$ cat config.mk
export PLATFORM = sky130hd
export DESIGN_NAME = seven_seg_scanner
export DESIGN_NICKNAME = d
export VERILOG_FILES = /design/src/rtl/seven_seg_pkg.sv /design/src/rtl/bcd_to_seven.sv /design/src/rtl/seven_seg_scanner.sv
export SDC_FILE = /design/constraint.sdc
export NUM_CORES = 1
export LEC_CHECK = 0
export ABC_CLOCK_PERIOD_IN_PS = 3600
export CORE_ASPECT_RATIO = 1.75
export CORE_MARGIN = 2
export CORE_UTILIZATION = 40
export CTS_CLUSTER_DIAMETER = 60
export DETAILED_ROUTE_END_ITERATION = 7
export GPL_TIMING_DRIVEN = 0
export HOLD_SLACK_MARGIN = 0.05
export PLACE_DENSITY = 0.67
export SYNTH_ARGS = -nofsm -noshare
export SYNTH_HDL_FRONTEND = slang
export SYNTH_SLANG_ARGS = --single-unit
$ cat constraint.sdc
create_clock -name clk -period 3.6 [get_ports clk]
set_clock_uncertainty 0.05 [all_clocks]
set_input_delay 0.36 -clock clk [delete_from_list [all_inputs] [get_ports clk]]
set_output_delay 0.36 -clock clk [all_outputs]
set_load 0.05 [all_outputs]
$ cat src/rtl/seven_seg_pkg.sv
// rtl/seven_seg_pkg.sv - shared constants, scan states and anode helper for the seven-segment scanner
package seven_seg_pkg;

    localparam logic [7:0] SEG_BLANK = 8'hFF;

    typedef enum logic {
        BLANK,
        SHOW
    } scan_state_t;

    // Active-low one-hot anode vector; callers truncate to their digit count.
    function automatic logic [31:0] anode_onehot_n(input int unsigned sel);
        return ~(32'd1 << sel);
    endfunction

endpackage

$ cat src/rtl/bcd_to_seven.sv
// rtl/bcd_to_seven.sv - hex nibble to active-low gfedcba segments, dp bit held off
module bcd_to_seven
    import seven_seg_pkg::*;
(
    input  logic [3:0] bin_in,
    output logic [7:0] sseg_out
);

    always_comb begin
        sseg_out = SEG_BLANK;
        case (bin_in)
            4'h0: sseg_out = 8'hC0;
            4'h1: sseg_out = 8'hF9;
            4'h2: sseg_out = 8'hA4;
            4'h3: sseg_out = 8'hB0;
            4'h4: sseg_out = 8'h99;
            4'h5: sseg_out = 8'h92;
            4'h6: sseg_out = 8'h82;
            4'h7: sseg_out = 8'hF8;
            4'h8: sseg_out = 8'h80;
            4'h9: sseg_out = 8'h90;
            4'hA: sseg_out = 8'h88;
            4'hB: sseg_out = 8'h83;
            4'hC: sseg_out = 8'hC6;
            4'hD: sseg_out = 8'hA1;
            4'hE: sseg_out = 8'h86;
            4'hF: sseg_out = 8'h8E;
        endcase
    end

endmodule

$ cat src/rtl/seven_seg_scanner.sv
// rtl/seven_seg_scanner.sv - round-robin multiplexed seven-segment driver with blanking guard and double-buffered data
module seven_seg_scanner
    import seven_seg_pkg::*;
#(
    parameter int NUM_DIGITS   = 4,
    parameter int REFRESH_DIV  = 50000,
    parameter int BLANK_CYCLES = 2
) (
    input  logic                    clk,
    input  logic                    reset,
    input  logic [4*NUM_DIGITS-1:0] digits_in,
    input  logic [NUM_DIGITS-1:0]   dp_in,
    input  logic [NUM_DIGITS-1:0]   enable_mask,
    input  logic                    blank_lz,
    input  logic                    load,
    output logic [7:0]              sseg_out,
    output logic [NUM_DIGITS-1:0]   an_out,
    output logic                    frame_done
);

    localparam int CNT_W = $clog2(REFRESH_DIV);
    localparam int IDX_W = (NUM_DIGITS > 1) ? $clog2(NUM_DIGITS) : 1;
    localparam logic [CNT_W-1:0] CNT_LAST   = CNT_W'(REFRESH_DIV - 1);
    localparam logic [CNT_W-1:0] BLANK_LAST = CNT_W'(BLANK_CYCLES - 1);
    localparam logic [IDX_W-1:0] IDX_LAST   = IDX_W'(NUM_DIGITS - 1);

    scan_state_t               state, state_next;
    logic [CNT_W-1:0]          cnt;
    logic [IDX_W-1:0]          idx;
    logic [4*NUM_DIGITS-1:0]   pend_digits, shd_digits;
    logic [NUM_DIGITS-1:0]     pend_dp, shd_dp;
    logic                      pend_flag;

    logic                      slot_end, frame_end;
    logic [3:0]                nib;
    logic                      dp_sel, en_sel, lz_sel, zero_run;
    logic [7:0]                dec_seg, seg_next;
    logic [NUM_DIGITS-1:0]     an_next;

    assign slot_end  = (cnt == CNT_LAST);
    assign frame_end = slot_end && (idx == IDX_LAST);

    bcd_to_seven u_dec (
        .bin_in   (nib),
        .sseg_out (dec_seg)
    );

    always_comb begin
        state_next = state;
        case (state)
            BLANK: if (cnt == BLANK_LAST) state_next = SHOW;
            SHOW:  if (slot_end)          state_next = BLANK;
            default: state_next = BLANK;
        endcase
    end

    // Walk from the top digit down so zero_run marks "this nibble and all above are zero".
    always_comb begin
        nib      = 4'd0;
        dp_sel   = 1'b0;
        en_sel   = 1'b0;
        lz_sel   = 1'b0;
        zero_run = 1'b1;
        for (int d = NUM_DIGITS - 1; d >= 0; d--) begin
            zero_run = zero_run && (shd_digits[d*4 +: 4] == 4'd0);
            if (idx == IDX_W'(d)) begin
                nib    = shd_digits[d*4 +: 4];
                dp_sel = shd_dp[d];
                en_sel = enable_mask[d];
                lz_sel = zero_run && (d != 0);
            end
        end
    end

    always_comb begin
        seg_next = SEG_BLANK;
        an_next  = '1;
        if (state == SHOW && en_sel) begin
            an_next = NUM_DIGITS'(anode_onehot_n(32'(idx)));
            if (!(blank_lz && lz_sel && !dp_sel))
                seg_next = {dec_seg[7] & ~dp_sel, dec_seg[6:0]};
        end
    end

    always_ff @(posedge clk) begin
        if (reset) begin
            state       <= BLANK;
            cnt         <= '0;
            idx         <= '0;
            pend_digits <= '0;
            pend_dp     <= '0;
            pend_flag   <= 1'b0;
            shd_digits  <= '0;
            shd_dp      <= '0;
            sseg_out    <= SEG_BLANK;
            an_out      <= '1;
            frame_done  <= 1'b0;
        end else begin
            state      <= state_next;
            cnt        <= slot_end ? '0 : cnt + 1'b1;
            if (slot_end)
                idx <= (idx == IDX_LAST) ? '0 : idx + 1'b1;
            sseg_out   <= seg_next;
            an_out     <= an_next;
            frame_done <= frame_end;
            // Shadow only changes on the edge entering slot 0, so a frame never tears.
            if (frame_end) begin
                pend_flag <= 1'b0;
                if (load) begin
                    shd_digits <= digits_in;
                    shd_dp     <= dp_in;
                end else if (pend_flag) begin
                    shd_digits <= pend_digits;
                    shd_dp     <= pend_dp;
                end
            end else if (load) begin
                pend_digits <= digits_in;
                pend_dp     <= dp_in;
                pend_flag   <= 1'b1;
            end
        end
    end

endmodule

==> results.py, run 1 <==
metrics = {
    "status": {
        "status": "complete, no violations",
    },
    "yosys": {
        "synth_nets": 425,
        "synth_ff_type": "dfxtp_1",
        "avgSynthCellArea_um2": 8.99,
        "yosys_warnings": 0,
        "syn_area_um2": 3470,
        "synth_cell_type_count": 52,
        "syn_inst": 386,
        "synth_edf_count": 0,
        "ys_ff_latch": 73,
        "ys_seq_area_share_pct": 42.1,
        "async_flop_share_pct": 0,
    },
    "placed_design": {
        "hpwl_um": 6110,
        "gp_congestion": 0.905,
        "portBuffers": 39,
        "dpl.cell_count": 542,
        "placed_area_um2": 4010,
    },
    "detailed_routing": {
        "wl_per_cell_um": 14.2,
        "first_pass_iters": 7,
        "drt.antenna.violating_nets": 0,
        "dr_total_vias": 2836,
        "drcViolationCount": 0,
        "drt_iter0_markers": 94,
        "viasPerCell": 5.10,
        "postRouteWirelength_um": 7890,
    },
    "timing": {
        "period_needed_ps": 2990,
        "worstMarginPinSlew_ps": 788,
        "fmax_mhz": 334,
        "slew_headroom_pct": 47.5,
        "slew_viol_final": 0,
        "finalSetupTns_ps": 0,
        "hold_violations": 0,
        "min_period_over_period_pct": 83.1,
        "finalSetupViolCount": 0,
        "rsz0062_at_grt": "false",
    },
    "cts": {
        "clock_latency_ps": 330,
        "clock_sinks": 73,
        "cts_buffer_depth": 2,
        "post_cts_buffers": 0,
        "clockRootBuffer": "clkbuf_16",
        "cts_hold_buffers": 0,
        "clk_pin_slew_ps": 50,
        "h-tree-depth": 3,
        "numCtsBuffers": 9,
        "cts_tree": "yes",
        "cts_resized": 0,
    },
    "worst_hold_path": {
        "hold_path_depth": 2,
        "min_path_type": "reg2reg",
    },
    "floorplanning": {
        "die_h_um": 127,
        "rows": 45,
        "dieArea_um2": 9460,
        "fp.dieW_um": 74.4,
        "core_area_um2": 8560,
        "start_util_pct": 40.5,
        "io_pins": 41,
    },
    "layout": {
        "design_area_um2": 4270,
        "drive_gt1_share_pct": 11.6,
        "final_common_cell": "dfxtp_1",
        "area_growth_syn_to_layout_pct": 23.1,
        "fin_cells": 556,
        "antenna_cells": 0,
        "finalNetCount": 475,
        "final_cell_mix": "dfxtp_1, nand2_1, nor2_1",
    },
    "critical_path": {
        "crit_required_ps": 3750,
        "setup.worst_path.start_class": "register",
        "cp.arrival_ps": 3140,
        "cp_max_fo": 10,
        "criticalPathCategory": "reg2reg",
        "slowest_delay_ps": 700,
        "critical-path-slowest-cell": "a221oi_1",
        "reg2reg_depth": 11,
        "crit_chain": "inv_1 > ha_1 > buf_2 > nor2b_1 > a22oi_1 > a221oi_1 > inv_1 > ha_1 > nand2b_1 > a21oi_1 > o21ai_0",
        "end_kind": "register",
    },
    "job": {
        "max_cap_violations": 0,
    },
    "global_routing": {
        "grt_pass1_vias": 2852,
        "overflow": 0,
        "grt_start_max_net_pins": 11,
        "antenna_found_initial": 0,
        "grtUsageTotal_pct": 18.0,
        "grt_pass1_wl_um": 13000,
    },
    "power": {
        "vdd_drop_max_mv": 0.286,
        "finalPower_mw": 1.77,
        "powerDensity_nw_per_um2": 416,
        "p_leak_nw": 1.57,
    },
}
cells by family after synthesis:
family	Yosys count	share of synthesized area, %
AND/OR/NAND/NOR	157	21.6
flip-flops	73	42.1
AO/OA/AOI/OAI	68	16.2
buffers and inverters	38	5.30
multiplexers	25	7.28
XOR/XNOR	14	3.53
adder cells (fa/ha/maj)	11	3.97
report_power, final:
part	total (mW)	internal (mW)	switching [mW]	leakage, nW
clock	0.799	0.496	0.302	0.129
sequential	0.840	0.830	0.0103	0.594
combinational	0.136	0.0610	0.0748	0.849
total	1.77	1.39	0.387	1.57
stage by stage:
step	setup WS, ps	hold WS [ps]	util, %
2_1_floorplan	1040	386	-
3_3_place_gp	676	392	46.8
3_5_place_dp	624	396	46.8
4_1_cts	612	403	49.9
5_1_grt	250	419	49.9
6_report	609	400	49.9
state kept, by name, summed over array words and instances, names as in the netlist:
signal       flops
state            1
idx              2
shd_digits      16
pend_digits     16
pend_flag        1
sseg_out         8
frame_done       1
pend_dp          4
shd_dp           4
an_out           4
cnt             16
per-layer routing:
metal	wire, um	GRT usage [%]	vias up	part of all wire [%]
met5	0	0	-	0
met4	178	8.61	0	2.3
met3	278	5.05	13	3.5
met2	4550	34.6	42	58
met1	2890	16.4	1339	37
li1	-	-	1442	-
path summary, 6_finish.rpt:
path / to / slack (ps) / startpoint
hold / removal: pend_digits[7] / 400 / pend_digits[7]
setup / recovery: sseg_out[3] / 610 / idx[0]
setup reg to reg: sseg_out[3] / 610 / idx[0]
hold reg to reg: pend_digits[7] / 400 / pend_digits[7]
critical path, delay by kind of cell (launching register included):
family	cells	cell delay (ps)
adders and majority gates	2	540
and+or+nand+nor	2	360
buffers and inverters	3	470
DFF	1	390
AOI/OAI and AO/OA	4	1040
Yosys cell counts, types with 5 or more instances:
| library cell | number | area share, % |
|---|---|---|
| xnor2_1 | 7 | 1.8 |
| ha_1 | 11 | 4.0 |
| mux2i_1 | 23 | 6.6 |
| buf_2 | 8 | 1.2 |
| a21oi_1 | 24 | 3.5 |
| dfxtp_1 | 73 | 42 |
| nand2_1 | 59 | 6.4 |
| nor2_1 | 48 | 5.2 |
| nand3_1 | 9 | 1.3 |
| inv_1 | 13 | 1.4 |
| xor2_1 | 7 | 1.8 |
| nor4_1 | 5 | 0.90 |
| nand2b_1 | 5 | 0.90 |
| clkbuf_1 | 10 | 1.1 |
| nand4_1 | 5 | 0.90 |
| a211oi_2 | 20 | 7.2 |
layout make-up:
| cell class | count | area (um2) |
|---|---|---|
| Fill cell | 827 | 4290 |
| Multi-Input combinational cell | 275 | 1820 |
| Sequential cell | 73 | 1460 |
| Timing Repair Buffer | 39 | 390 |
| Clock buffer | 14 | 264 |
| Tap cell | 117 | 146 |
| Buffer | 25 | 135 |
| Inverter | 13 | 48.8 |
(Power assumes the default switching activity.)
==> run 2, diff against run 1 <==
--- a/config.mk
+++ b/config.mk
@@ -5,7 +5,7 @@
 export SDC_FILE = /design/constraint.sdc
 export NUM_CORES = 1
 export LEC_CHECK = 0
-export ABC_CLOCK_PERIOD_IN_PS = 3600
+export ABC_CLOCK_PERIOD_IN_PS = 2400
 export CORE_ASPECT_RATIO = 1.75
 export CORE_MARGIN = 2
 export CORE_UTILIZATION = 40
@@ -13,7 +13,7 @@
 export DETAILED_ROUTE_END_ITERATION = 7
 export GPL_TIMING_DRIVEN = 0
 export HOLD_SLACK_MARGIN = 0.05
-export PLACE_DENSITY = 0.67
+export PLACE_DENSITY = 0.7
 export SYNTH_ARGS = -nofsm -noshare
 export SYNTH_HDL_FRONTEND = slang
 export SYNTH_SLANG_ARGS = --single-unit
==> constraint.sdc (replaced) <==
create_clock -name clk -period 2.4 [get_ports clk]
set_clock_uncertainty 0.05 [all_clocks]
set_input_delay 0.24 -clock clk [delete_from_list [all_inputs] [get_ports clk]]
set_output_delay 0.24 -clock clk [all_outputs]
set_load 0.05 [all_outputs]
==> results.py, run 2 (synthesis results as in run 1) <==
metrics = {
    "critical_path": {
        "r2r-start": "idx[1]",
        "endpoint": "sseg_out[3]",
        "criticalPathCategory": "reg2reg",
        "reg2reg_slack_ps": 140,
        "cp_max_fo": 10,
        "crit_chain": "ha_1 > clkbuf_4 > nor2b_4 > a22oi_1 > a221oi_2 > buf_4 > ha_2 > nand2_1 > and3_1 > o21ai_0",
        "slowest_delay_ps": 380,
        "r2r_end": "sseg_out[3]",
        "path_delay_family": "compound AO/OA/AOI/OAI gates",
        "setup.worst_path.start_class": "register",
        "path_buf_inv": 2,
        "cp.depth": 10,
        "end_kind": "register",
        "crit_required_ps": 2610,
        "crit_start": "idx[1]",
        "reg2reg_depth": 10,
        "critical-path-slowest-cell": "dfxtp_1",
        "cp.arrival_ps": 2470,
    },
    "placed_design": {
        "placed_area_um2": 4010,
        "hpwl_um": 6240,
        "gp_congestion": 0.959,
        "portBuffers": 39,
        "dpl.cell_count": 542,
    },
    "cts": {
        "cts_tree": "yes",
        "cts_buffer_depth": 2,
        "clock_latency_ps": 330,
        "h-tree-depth": 3,
        "clk_pin_slew_ps": 60,
        "clock_sinks": 73,
        "clockRootBuffer": "clkbuf_16",
        "numCtsBuffers": 9,
        "cts_hold_buffers": 0,
    },
    "layout": {
        "reg.largest.list": "cnt: 16 flops, pend_digits: 16 flops, shd_digits: 16 flops",
        "finalNetCount": 479,
        "nFillCells": 836,
        "fin_util_pct": 51.5,
        "area_growth_syn_to_layout_pct": 27.0,
        "fin_cells": 562,
        "antenna_cells": 0,
        "design_area_um2": 4410,
        "drive_gt1_share_pct": 15.1,
        "final_common_cell": "dfxtp_1",
        "final_cell_mix": "dfxtp_1, nand2_1, nor2_1",
    },
    "global_routing": {
        "overflow": 0,
        "grt_pass1_vias": 2912,
        "grt_start_max_net_pins": 12,
        "antenna_found_initial": 0,
        "grtUsageTotal_pct": 18.6,
        "grt_pass1_wl_um": 13500,
    },
    "detailed_routing": {
        "drt.antenna.violating_nets": 0,
        "dr_total_vias": 2866,
        "drcViolationCount": 0,
        "postRouteWirelength_um": 8100,
        "drt_iter0_markers": 125,
        "wl_per_cell_um": 14.4,
        "first_pass_iters": 4,
        "viasPerCell": 5.10,
    },
    "floorplanning": {
        "die_h_um": 127,
        "rows": 45,
        "fp.dieW_um": 74.4,
        "dieArea_um2": 9460,
        "io_pins": 41,
        "start_util_pct": 40.5,
        "core_area_um2": 8560,
    },
    "job": {
        "max_cap_violations": 0,
    },
    "power": {
        "p_leak_nw": 1.61,
        "powerDensity_nw_per_um2": 646,
        "vdd_drop_max_mv": 0.399,
        "finalPower_mw": 2.85,
    },
    "timing": {
        "finalSetupTns_ps": 0,
        "fmax_mhz": 443,
        "slew_viol_final": 0,
        "worstMarginPinSlew_ps": 774,
        "slew_headroom_pct": 48.4,
        "finalSetupViolCount": 0,
        "period_needed_ps": 2260,
        "min_period_over_period_pct": 94.1,
        "hold_violations": 0,
    },
    "status": {
        "status": "complete, no violations",
    },
    "worst_hold_path": {
        "min_path_type": "in2reg",
    },
}
## run 2: changes by cell type in the layout (fill, tap and decap cells not counted), moves of 2 or more
cell       previous run  this run
clkbuf_8              2         0
ha_1                 11         7
bufinv_16             0         2
buf_2                 8         6
ha_4                  0         2
buf_4                 4         8
ha_2                  0         2
## run 2: stage by stage
step / hold slack (ps) / worst slack [ps]
after floorplan: 276 / 31.1
after global placement: 392 / -231
after detailed placement: 397 / -313
after CTS: 333 / 5.72
after global routing: 423 / -23.0
final: 342 / 141
## run 2: metal layers
layer / global-route usage (%) / part of all wire, % / up-vias
li1: - / - / 1450
met1: 17.8 / 36 / 1351
met2: 35.7 / 59 / 50
met3: 4.57 / 3.5 / 15
met4: 7.98 / 2.3 / 0
met5: 0 / 0 / -
## run 2: worst min path at each step
stage               depth (start not counted)       startpoint              end
floorplan                                   1   enable_mask[0]        an_out[0]
global placement                            2  pend_digits[14]  pend_digits[14]
detailed placement                          2   pend_digits[7]   pend_digits[7]
CTS                                         4             load        pend_flag
global route                                2   pend_digits[9]   pend_digits[9]
finish                                      4             load        pend_flag
## run 2: layout make-up
type / count / area [um2] / area share [%]
Multi-Input combinational cell: 275 / 1880 / 42.6
Sequential cell: 73 / 1470 / 33.2
Timing Repair Buffer: 43 / 420 / 9.54
Clock buffer: 13 / 240 / 5.45
Tap cell: 117 / 146 / 3.32
Buffer: 25 / 145 / 3.29
Clock inverter: 3 / 65.1 / 1.48
Inverter: 13 / 48.8 / 1.11
## run 2: repair_timing
item | CTS | global route
setup buffers | 2 | 2
pin swaps | 2 | 1
endpoints found under the setup margin | 7 | 6
resized for setup | 3 | 15
## run 2: report_power, final
group | internal (mW) | switching (mW) | total (mW)
clock | 0.909 | 0.478 | 1.39
sequential | 1.24 | 0.0160 | 1.26
combinational | 0.0915 | 0.113 | 0.204
## run 2: worst reg2reg max path: stages, from the launching register on
cell and delay, ps:
dfxtp_1 380, ha_1 160, clkbuf_4 200, nor2b_4 180, a22oi_1 100, a221oi_2 340, buf_4 200, ha_2 200
nand2_1 70, and3_1 190, o21ai_0 120
